<file path="config.mk">
export PLATFORM = sky130hd
export DESIGN_NAME = ling_serial_subtractor
export DESIGN_NICKNAME = d
export VERILOG_FILES = /design/src/rtl/ling_serial_subtractor_pkg.sv /design/src/rtl/ling_serial_subtractor_ling8_cin_slice.sv /design/src/rtl/ling_serial_subtractor.sv
export SDC_FILE = /design/constraint.sdc
export NUM_CORES = 1
export LEC_CHECK = 0
export ABC_AREA = 1
export BUFFER_PORTS_ARGS = -buffer_cell sky130_fd_sc_hd__buf_2
export CAP_MARGIN = 20
export CELL_PAD_IN_SITES_DETAIL_PLACEMENT = 2
export CELL_PAD_IN_SITES_GLOBAL_PLACEMENT = 2
export CORE_MARGIN = 2
export CORE_UTILIZATION = 35
export CTS_BUF_LIST = sky130_fd_sc_hd__clkbuf_4
export DETAILED_ROUTE_END_ITERATION = 6
export PLACE_DENSITY = 0.95
export RECOVER_POWER = 50
export SETUP_SLACK_MARGIN = 0.05
export SLEW_MARGIN = 0
export SYNTH_ARGS = -nofsm -noshare
export SYNTH_HDL_FRONTEND = slang
export SYNTH_HIERARCHICAL = 1
export SYNTH_SLANG_ARGS = --single-unit
</file>
<file path="constraint.sdc">
create_clock -name clk -period 6.7 [get_ports clk]
set_input_delay 1.675 -clock clk [delete_from_list [all_inputs] [get_ports clk]]
set_output_delay 1.675 -clock clk [all_outputs]
set_load 0.02 [all_outputs]
</file>
<file path="src/rtl/ling_serial_subtractor_pkg.sv">
// rtl/ling_serial_subtractor_pkg.sv - shared state encoding and slice width for the serial add/sub engine
package ling_serial_subtractor_pkg;

    localparam int SLICE_W = 8;

    typedef enum logic [1:0] {
        ST_IDLE = 2'd0,
        ST_RUN  = 2'd1,
        ST_DONE = 2'd2
    } state_t;

endpackage

</file>
<file path="src/rtl/ling_serial_subtractor_ling8_cin_slice.sv">
// rtl/ling_serial_subtractor_ling8_cin_slice.sv - 8-bit Ling adder slice with carry-in
module ling8_cin_slice
    import ling_serial_subtractor_pkg::*;
(
    input  logic [SLICE_W-1:0] a,
    input  logic [SLICE_W-1:0] b,
    input  logic               cin,
    output logic [SLICE_W-1:0] sum,
    output logic               cout
);

    logic [SLICE_W-1:0] g;
    logic [SLICE_W-1:0] p;
    logic [SLICE_W-1:0] x;
    logic [SLICE_W-1:0] h;

    assign g = a & b;
    assign p = a | b;
    assign x = a ^ b;

    // Ling pseudo-carry h[i] = g[i] | c[i-1]; the real carry is c[i] = p[i] & h[i].
    // cin plays the role of c[-1], so it folds straight into the bit-0 term.
    always_comb begin
        h    = '0;
        h[0] = g[0] | cin;
        for (int i = 1; i < SLICE_W; i++) begin
            h[i] = g[i] | (p[i-1] & h[i-1]);
        end
    end

    assign sum[0]           = x[0] ^ cin;
    assign sum[SLICE_W-1:1] = x[SLICE_W-1:1] ^ (p[SLICE_W-2:0] & h[SLICE_W-2:0]);
    assign cout             = p[SLICE_W-1] & h[SLICE_W-1];

endmodule

</file>
<file path="src/rtl/ling_serial_subtractor.sv">
// rtl/ling_serial_subtractor.sv - multi-cycle add/subtract engine reusing one Ling slice per cycle
module ling_serial_subtractor
    import ling_serial_subtractor_pkg::*;
#(
    parameter int WIDTH = 32
) (
    input  logic             clk,
    input  logic             rst,
    input  logic             in_valid,
    output logic             in_ready,
    input  logic [WIDTH-1:0] a,
    input  logic [WIDTH-1:0] b,
    input  logic             op_sub,
    output logic             out_valid,
    input  logic             out_ready,
    output logic [WIDTH-1:0] result,
    output logic             flag_c,
    output logic             flag_v
);

    localparam int NSLICE = WIDTH / SLICE_W;
    localparam int IDX_W  = (NSLICE > 1) ? $clog2(NSLICE) : 1;
    localparam logic [IDX_W-1:0] LAST_IDX = IDX_W'(NSLICE - 1);

    state_t             state;
    logic [IDX_W-1:0]   idx;
    logic               carry;
    logic [WIDTH-1:0]   op_a;
    logic [WIDTH-1:0]   op_b;
    logic               op_is_sub;

    logic [WIDTH-1:0]   b_adj;
    logic [SLICE_W-1:0] slice_a;
    logic [SLICE_W-1:0] slice_b;
    logic [SLICE_W-1:0] slice_sum;
    logic               slice_cout;
    logic               sign_a;
    logic               sign_b;

    assign b_adj   = op_is_sub ? ~op_b : op_b;
    assign slice_a = op_a[idx*SLICE_W +: SLICE_W];
    assign slice_b = b_adj[idx*SLICE_W +: SLICE_W];
    assign sign_a  = op_a[WIDTH-1];
    assign sign_b  = op_b[WIDTH-1];

    ling8_cin_slice u_slice (
        .a    (slice_a),
        .b    (slice_b),
        .cin  (carry),
        .sum  (slice_sum),
        .cout (slice_cout)
    );

    always_ff @(posedge clk or posedge rst) begin
        if (rst) begin
            state     <= ST_IDLE;
            idx       <= '0;
            carry     <= 1'b0;
            op_a      <= '0;
            op_b      <= '0;
            op_is_sub <= 1'b0;
            result    <= '0;
            flag_c    <= 1'b0;
            flag_v    <= 1'b0;
            out_valid <= 1'b0;
            in_ready  <= 1'b1;
        end else begin
            case (state)
                ST_IDLE: begin
                    if (in_valid) begin
                        op_a      <= a;
                        op_b      <= b;
                        op_is_sub <= op_sub;
                        carry     <= op_sub;
                        idx       <= '0;
                        in_ready  <= 1'b0;
                        state     <= ST_RUN;
                    end
                end
                ST_RUN: begin
                    result[idx*SLICE_W +: SLICE_W] <= slice_sum;
                    carry <= slice_cout;
                    idx   <= idx + 1'b1;
                    if (idx == LAST_IDX) begin
                        // Final slice supplies the result sign bit directly.
                        flag_c    <= op_is_sub ^ slice_cout;
                        flag_v    <= (sign_a ^ slice_sum[SLICE_W-1]) &
                                     (op_is_sub ? (sign_a ^ sign_b) : ~(sign_a ^ sign_b));
                        out_valid <= 1'b1;
                        state     <= ST_DONE;
                    end
                end
                ST_DONE: begin
                    if (out_ready) begin
                        out_valid <= 1'b0;
                        in_ready  <= 1'b1;
                        state     <= ST_IDLE;
                    end
                end
                default: begin
                    out_valid <= 1'b0;
                    in_ready  <= 1'b1;
                    state     <= ST_IDLE;
                end
            endcase
        end
    end

endmodule

</file>
==> out/metrics.csv, run 1 <==
stage;metric;value;unit
synthesis;ys_warn_count;6;
placed_design;pre_cts_slack;1.39;ns
synthesis;seq_area_frac_synth;0.516;
layout;area_delta_synth_final;13.6;%
cts;clkSinkCount;106;
cts;cts_root_buffer;clkbuf_4;
power;p_per_area;599;nW/um^2
job;maxCapViolations;4;
detailed_routing;vias_per_cell;4.96;
critical_path;crit_fanout;20;
grt;antenna_found_initial;1;
cts;hold_buffers;0;
sta;finalHoldViolCount;0;
grt;grt_pass1_vias;5292;
power;switching_share;0.526;
sta;tightest_slew;2.73;ns
synthesis;synth_area_per_cell;7.89;sq um
grt;grt_pass1_wl;28.1;mm
sta;finalHoldWorstSlack;0.492;ns
synthesis;synth_area;5150;sq um
synthesis;yosys-top-cells-count;nand2_1 (356), dfrtp_1 (105), nand3_1 (35);
synthesis;synth_edf_count;0;
critical_path;r2r_setup_slack;1.08;ns
sta;finalSetupViolCount;0;
synthesis;ys_seq_elements;106;
sta;drv_slew;243;
critical_path;endpoint_kind;flop;
cts;htreeDepth;3;
critical_path;crit_type;flop to flop;
cts;clk-insertion-delay-late;0.51;ns
sta;timing.fmax;178;MHz
synthesis;netlist_instances;652;
floorplan;ioPinCount;105;
critical_path;critPathLaunch;idx[1];
synthesis;ys_top_cells_by_area;dfrtp_1 (51%), nand2_1 (26%), nand3_1 (3.4%);
detailed_routing;drtPass1Iterations;4;
sta;period_minus_slack;5.62;ns
floorplan;rows;44;
floorplan;die_w;125;microns
power;power_frac_clock;0.088;
cts;clkTransAtPathRegs;0.16;ns
synthesis;yosys.cell_types.count;23;
critical_path;crit_arrival;6.07;ns
sta;slew_headroom;-0.821;
detailed_routing;drc;0;
synthesis;syn_nets;734;
sta;setup_ws;1.08;ns
layout;finalNetCount;823;
sta;fin_skew;0.0235;ns
power;combPwrFrac;0.577;
power;leakage;3.38;nW
layout;drive_gt1_frac;0.178;
sta;rsz0062_at_grt;false;
synthesis;synth_top_cell_by_area;dfrtp_1;
detailed_routing;met3_length;602;microns
power;switchingPower;1.84;mW
floorplan;die_h;125;microns
detailed_routing;vias;4622;
cts;numCtsBuffers;9;
grt;grt_overflow;0;
placed_design;io_buffer_count;104;
status;status;complete, but fails checks;
power;intPower;1.66;mW
detailed_routing;postRouteAntennaNets;0;
detailed_routing;wl_met2;8.83;mm
critical_path;r2r_start;idx[1];
synthesis;synth_most_common_cell;nand2_1;
cts;cts_resized;0;
detailed_routing;wl_met1;7.05;mm
cts;cts_tree;yes;
critical_path;critPathLaunchType;flop;
hold_path;hp-class;flop to flop;
detailed_routing;top_layer;met4;
sta;period_share;0.839;
power;irDropWorstVdd;0.000199;V
detailed_routing;wl_per_cell;18.3;microns
placed_design;finalWeightedCongestion;0.812;
power;p_seq_frac;0.335;
detailed_routing;routed_wl;17.0;mm
detailed_routing;drt_iter0_markers;222;
synthesis;synth_top_area_frac;0.511;
grt;track_usage;0.228;
floorplan;start_util;0.357;
cts;clk_path_buf_depth;2;
floorplan;core-area;14400;sq um
grt;grt_max_degree;69;
synthesis;synthArstFlopShare;1.00;
critical_path;worstPathRequired;7.15;ns
cts;cts_setup_buffers;0;
placed_design;place_hpwl;13.0;mm
sta;fin_tns_setup;0;ns
synthesis;synthFlopType;dfrtp_1;
status;violations;max-capacitance violations, max-slew violations;
hold_path;hp-start;in_ready;
floorplan;die-area;15700;sq um
[metrics by stage]
step	util	std cells	total power [mW]	instance area (sq um)
CTS	0.406	930	3.53	5850
floorplan	-	652	2.45	5150
global placement	0.398	914	2.96	5740
finish	0.405	931	3.50	5850
global route	0.405	931	3.82	5850
detailed placement	0.398	914	3.21	5740
[worst max-delay path: stages (launching register included)]
cell and delay, ns:
dfrtp_1 0.84, inv_1 0.52, nand3_1 0.26, nand2_1 0.08
nand2_1 0.06, nand2_1 0.06, inv_1 0.09, fa_1 0.17
inv_1 0.06, fa_1 0.39, fa_1 0.40, fa_1 0.42
fa_1 0.41, inv_1 0.10, fa_1 0.21, inv_1 0.07
fa_1 0.36, inv_1 0.09, fa_1 0.41, inv_1 0.14
nand2_1 0.08, nor2_1 0.18, nand2_1 0.11, nand2_1 0.07
[routing by layer]
layer | GRT usage | vias to the layer above
li1 | - | 2173
met1 | 0.271 | 2303
met2 | 0.414 | 108
met3 | 0.0312 | 38
met4 | 0.0954 | 0
met5 | 0 | -
[power by group through the flow]
stage / Sequential (mW) / Combinational, mW / Clock, mW
after global placement: 1.16 / 1.80 / 0
after CTS: 1.17 / 2.04 / 0.315
final: 1.17 / 2.02 / 0.308
after detailed placement: 1.18 / 2.03 / 0
after global routing: 1.21 / 2.27 / 0.338
after floorplan: 1.18 / 1.27 / 0
[path summary, 6_finish.rpt]
check / to / cells past startpoint
min in group asynchronous: result[2] / 2
setup reg to reg: result[15] / 23
setup / recovery: result[15] / 23
hold reg to reg: in_ready / 2
max in group asynchronous: op_b[17] / 3
hold / removal: in_ready / 2
[layout by cell type (no fill, tap or decap), drive strengths merged]
cell / instances
nand3: 35
clkinvlp: 2
o31ai: 1
nand2: 358
o21ai: 25
diode: 1
dfstp: 1
buf: 104
nand3b: 3
nor3: 5
fa: 8
xnor2: 1
clkinv: 2
dfrtp: 105
nor2: 32
clkbuf: 16
inv: 35
ha: 5
o22ai: 8
[registers in the layout, summed over array words and instances (netlist names)]
name,flops
idx,2
state,2
op_is_sub,1
flag_v,1
in_ready,1
op_a,32
carry,1
flag_c,1
result,32
out_valid,1
op_b,32
[kinds of logic after synthesis]
group           count (synthesis)  synth area share
compound gates                 34            0.0355
xor+xnor                        1           0.00170
flops                         106             0.516
fa+ha+maj                      13            0.0433
simple gates                  433             0.342
buf+inv                        65            0.0620
[final cells by class]
type | instances | area, sq um
Antenna cell | 1 | 2.50
Tap cell | 184 | 230
Sequential cell | 106 | 2650
Inverter | 36 | 136
Clock buffer | 13 | 97.6
Multi-Input combinational cell | 481 | 2180
Timing Repair Buffer | 107 | 536
Clock inverter | 3 | 16.3
Fill cell | 1707 | 8580
Power figures use the tool's default switching activity.
==> run 2, diff against run 1 <==
CORE_UTILIZATION = 29   (was 35)
PLACE_DENSITY = 0.86   (was 0.95)
clock period = 4.6 ns   (was 6.7 ns; I/O delays follow)
==> out/metrics.csv, run 2 (synthesized netlist as in run 1, its figures left out) <==
stage;metric;value;unit
power;switching_share;0.508;
power;intPower;2.52;mW
sta;period_minus_slack;4.39;ns
hold_path;whs_path_depth;2;
layout;layout_commonest_cell;nand2_1;
layout;fin_cells;987;
critical_path;crit_type;flop to flop;
critical_path;critPathLaunchType;flop;
cts;clk_path_buf_depth;2;
detailed_routing;vias;4604;
floorplan;die_w;137;microns
status;violations;max-capacitance violations, max-slew violations;
power;power_frac_clock;0.084;
grt;track_usage;0.180;
layout;finalNetCount;838;
critical_path;crit_top_cell;fa_2;
job;maxCapViolations;3;
layout;area_delta_synth_final;17.3;%
sta;fin_tns_setup;0;ns
detailed_routing;postRouteAntennaNets;0;
layout;top_regs;op_a x32, op_b x32, result x32;
cts;cts_root_buffer;clkbuf_4;
critical_path;crit_family;adder cells;
sta;setup_ws;0.209;ns
detailed_routing;drc;0;
floorplan;die-area;18800;sq um
critical_path;r2r_cells;24;
power;combPwrFrac;0.589;
grt;antenna_found_initial;1;
critical_path;endpoint_kind;flop;
floorplan;die_h;137;microns
power;leakage;3.44;nW
critical_path;cpPeakStageDelay;0.47;ns
critical_path;path_buf_inv;8;
sta;finalSetupViolCount;0;
floorplan;start_util;0.298;
hold_path;hp-class;flop to flop;
placed_design;pre_cts_slack;0.0688;ns
sta;rsz0062_at_grt;false;
cts;numCtsBuffers;9;
power;irDropWorstVdd;0.000259;V
critical_path;crit_cells;24;
critical_path;crit_chain;buf_6, nand2_2, nand3_2, nand3_1, nand2_1, inv_2, fa_1, inv_1, fa_2, fa_2, fa_2, fa_2, inv_2, fa_2, inv_1, fa_2, inv_2, fa_1, inv_2, nand2_1, inv_1, nor2_1, nand3_1, nand2_1;
placed_design;finalWeightedCongestion;0.780;
layout;utilization;0.349;
power;p_per_area;849;nW/um^2
grt;grt_pass1_wl;26.1;mm
floorplan;ioPinCount;105;
sta;finalHoldViolCount;0;
detailed_routing;wl_per_cell;16.2;microns
sta;timing.fmax;228;MHz
power;total_power;5.12;mW
detailed_routing;vias_per_cell;4.66;
sta;drv_slew;201;
detailed_routing;routed_wl;16.0;mm
floorplan;core-area;17300;sq um
cts;clkSinkCount;106;
placed_design;place_hpwl;12.3;mm
cts;hold_buffers;0;
detailed_routing;drtPass1Iterations;4;
layout;layout_common_cells;nand2_1 (354), dfrtp_1 (104), buf_2 (103), nand3_1 (33), inv_1 (28);
floorplan;rows;48;
power;switchingPower;2.60;mW
sta;slew_headroom;-0.759;
grt;grt_max_degree;76;
grt;grt_overflow;0;
critical_path;crit_fanout;6;
critical_path;worstPathRequired;4.98;ns
sta;tightest_slew;2.64;ns
sta;fin_skew;0.0321;ns
placed_design;io_buffer_count;104;
cts;cts_tree;yes;
placed_design;dp_cells;966;
critical_path;crit_arrival;4.77;ns
detailed_routing;drt_iter0_markers;242;
layout;drive_gt1_frac;0.210;
cts;clk-insertion-delay-late;0.49;ns
cts;clkTransAtPathRegs;0.16;ns
status;status;complete, but fails checks;
critical_path;crit_slowest_cell;dfrtp_1;
grt;grt_pass1_vias;4949;
sta;period_share;0.955;
power;p_seq_frac;0.327;
cts;htreeDepth;3;
==> run 2: worst paths after layout <==
path	from	to	slack [ns]
setup / recovery	idx[0]	flag_v	0.21
hold / removal	in_ready	in_ready	0.48
setup reg to reg	idx[0]	flag_v	0.21
hold reg to reg	in_ready	in_ready	0.48
max in group asynchronous	rst	op_a[24]	1.46
min in group asynchronous	rst	result[17]	0.52
==> run 2: tightest hold or removal path, cell delays in order, from the launching register on <==
cell and delay, ns:
dfstp_2 0.40, nand2_1 0.05, nand2_1 0.04
==> run 2: layer usage <==
metal / track usage / up-vias / part of all wire
met1: 0.238 / 2304 / 0.46
met3: 0.0294 / 13 / 0.028
met4: 0.0424 / 0 / 0.012
li1: - / 2211 / -
met2: 0.309 / 76 / 0.50
met5: 0 / - / 0
==> run 2: what timing repair did <==
action / in CTS / in global routing
pin swaps: 0 / 6
resized for setup: 1 / 18
endpoints found under the setup margin: 1 / 4
setup buffers: 0 / 2
==> run 2: power by group through the flow <==
stage | Sequential [mW] | Combinational, mW | Clock (mW)
after floorplan | 1.72 | 1.84 | 0
after global placement | 1.68 | 2.75 | 0
after detailed placement | 1.69 | 2.91 | 0
after CTS | 1.67 | 2.94 | 0.451
after global routing | 1.73 | 3.41 | 0.489
final | 1.68 | 3.01 | 0.431
==> run 2: area by class of cell <==
| type | count | area, sq um |
|---|---|---|
| Fill cell | 2088 | 11300 |
| Sequential cell | 106 | 2660 |
| Multi-Input combinational cell | 481 | 2200 |
| Timing Repair Buffer | 122 | 641 |
| Tap cell | 225 | 282 |
| Inverter | 36 | 141 |
| Clock buffer | 12 | 90.1 |
| Clock inverter | 4 | 21.3 |
| Antenna cell | 1 | 2.50 |
==> run 2: per-stage QoR <==
stage / hold slack [ns] / cell area, sq um
2_1_floorplan: 0.444 / 5150
3_3_place_gp: 0.450 / 5870
3_5_place_dp: 0.461 / 5870
4_1_cts: 0.482 / 5990
5_1_grt: 0.506 / 6040
6_report: 0.477 / 6040
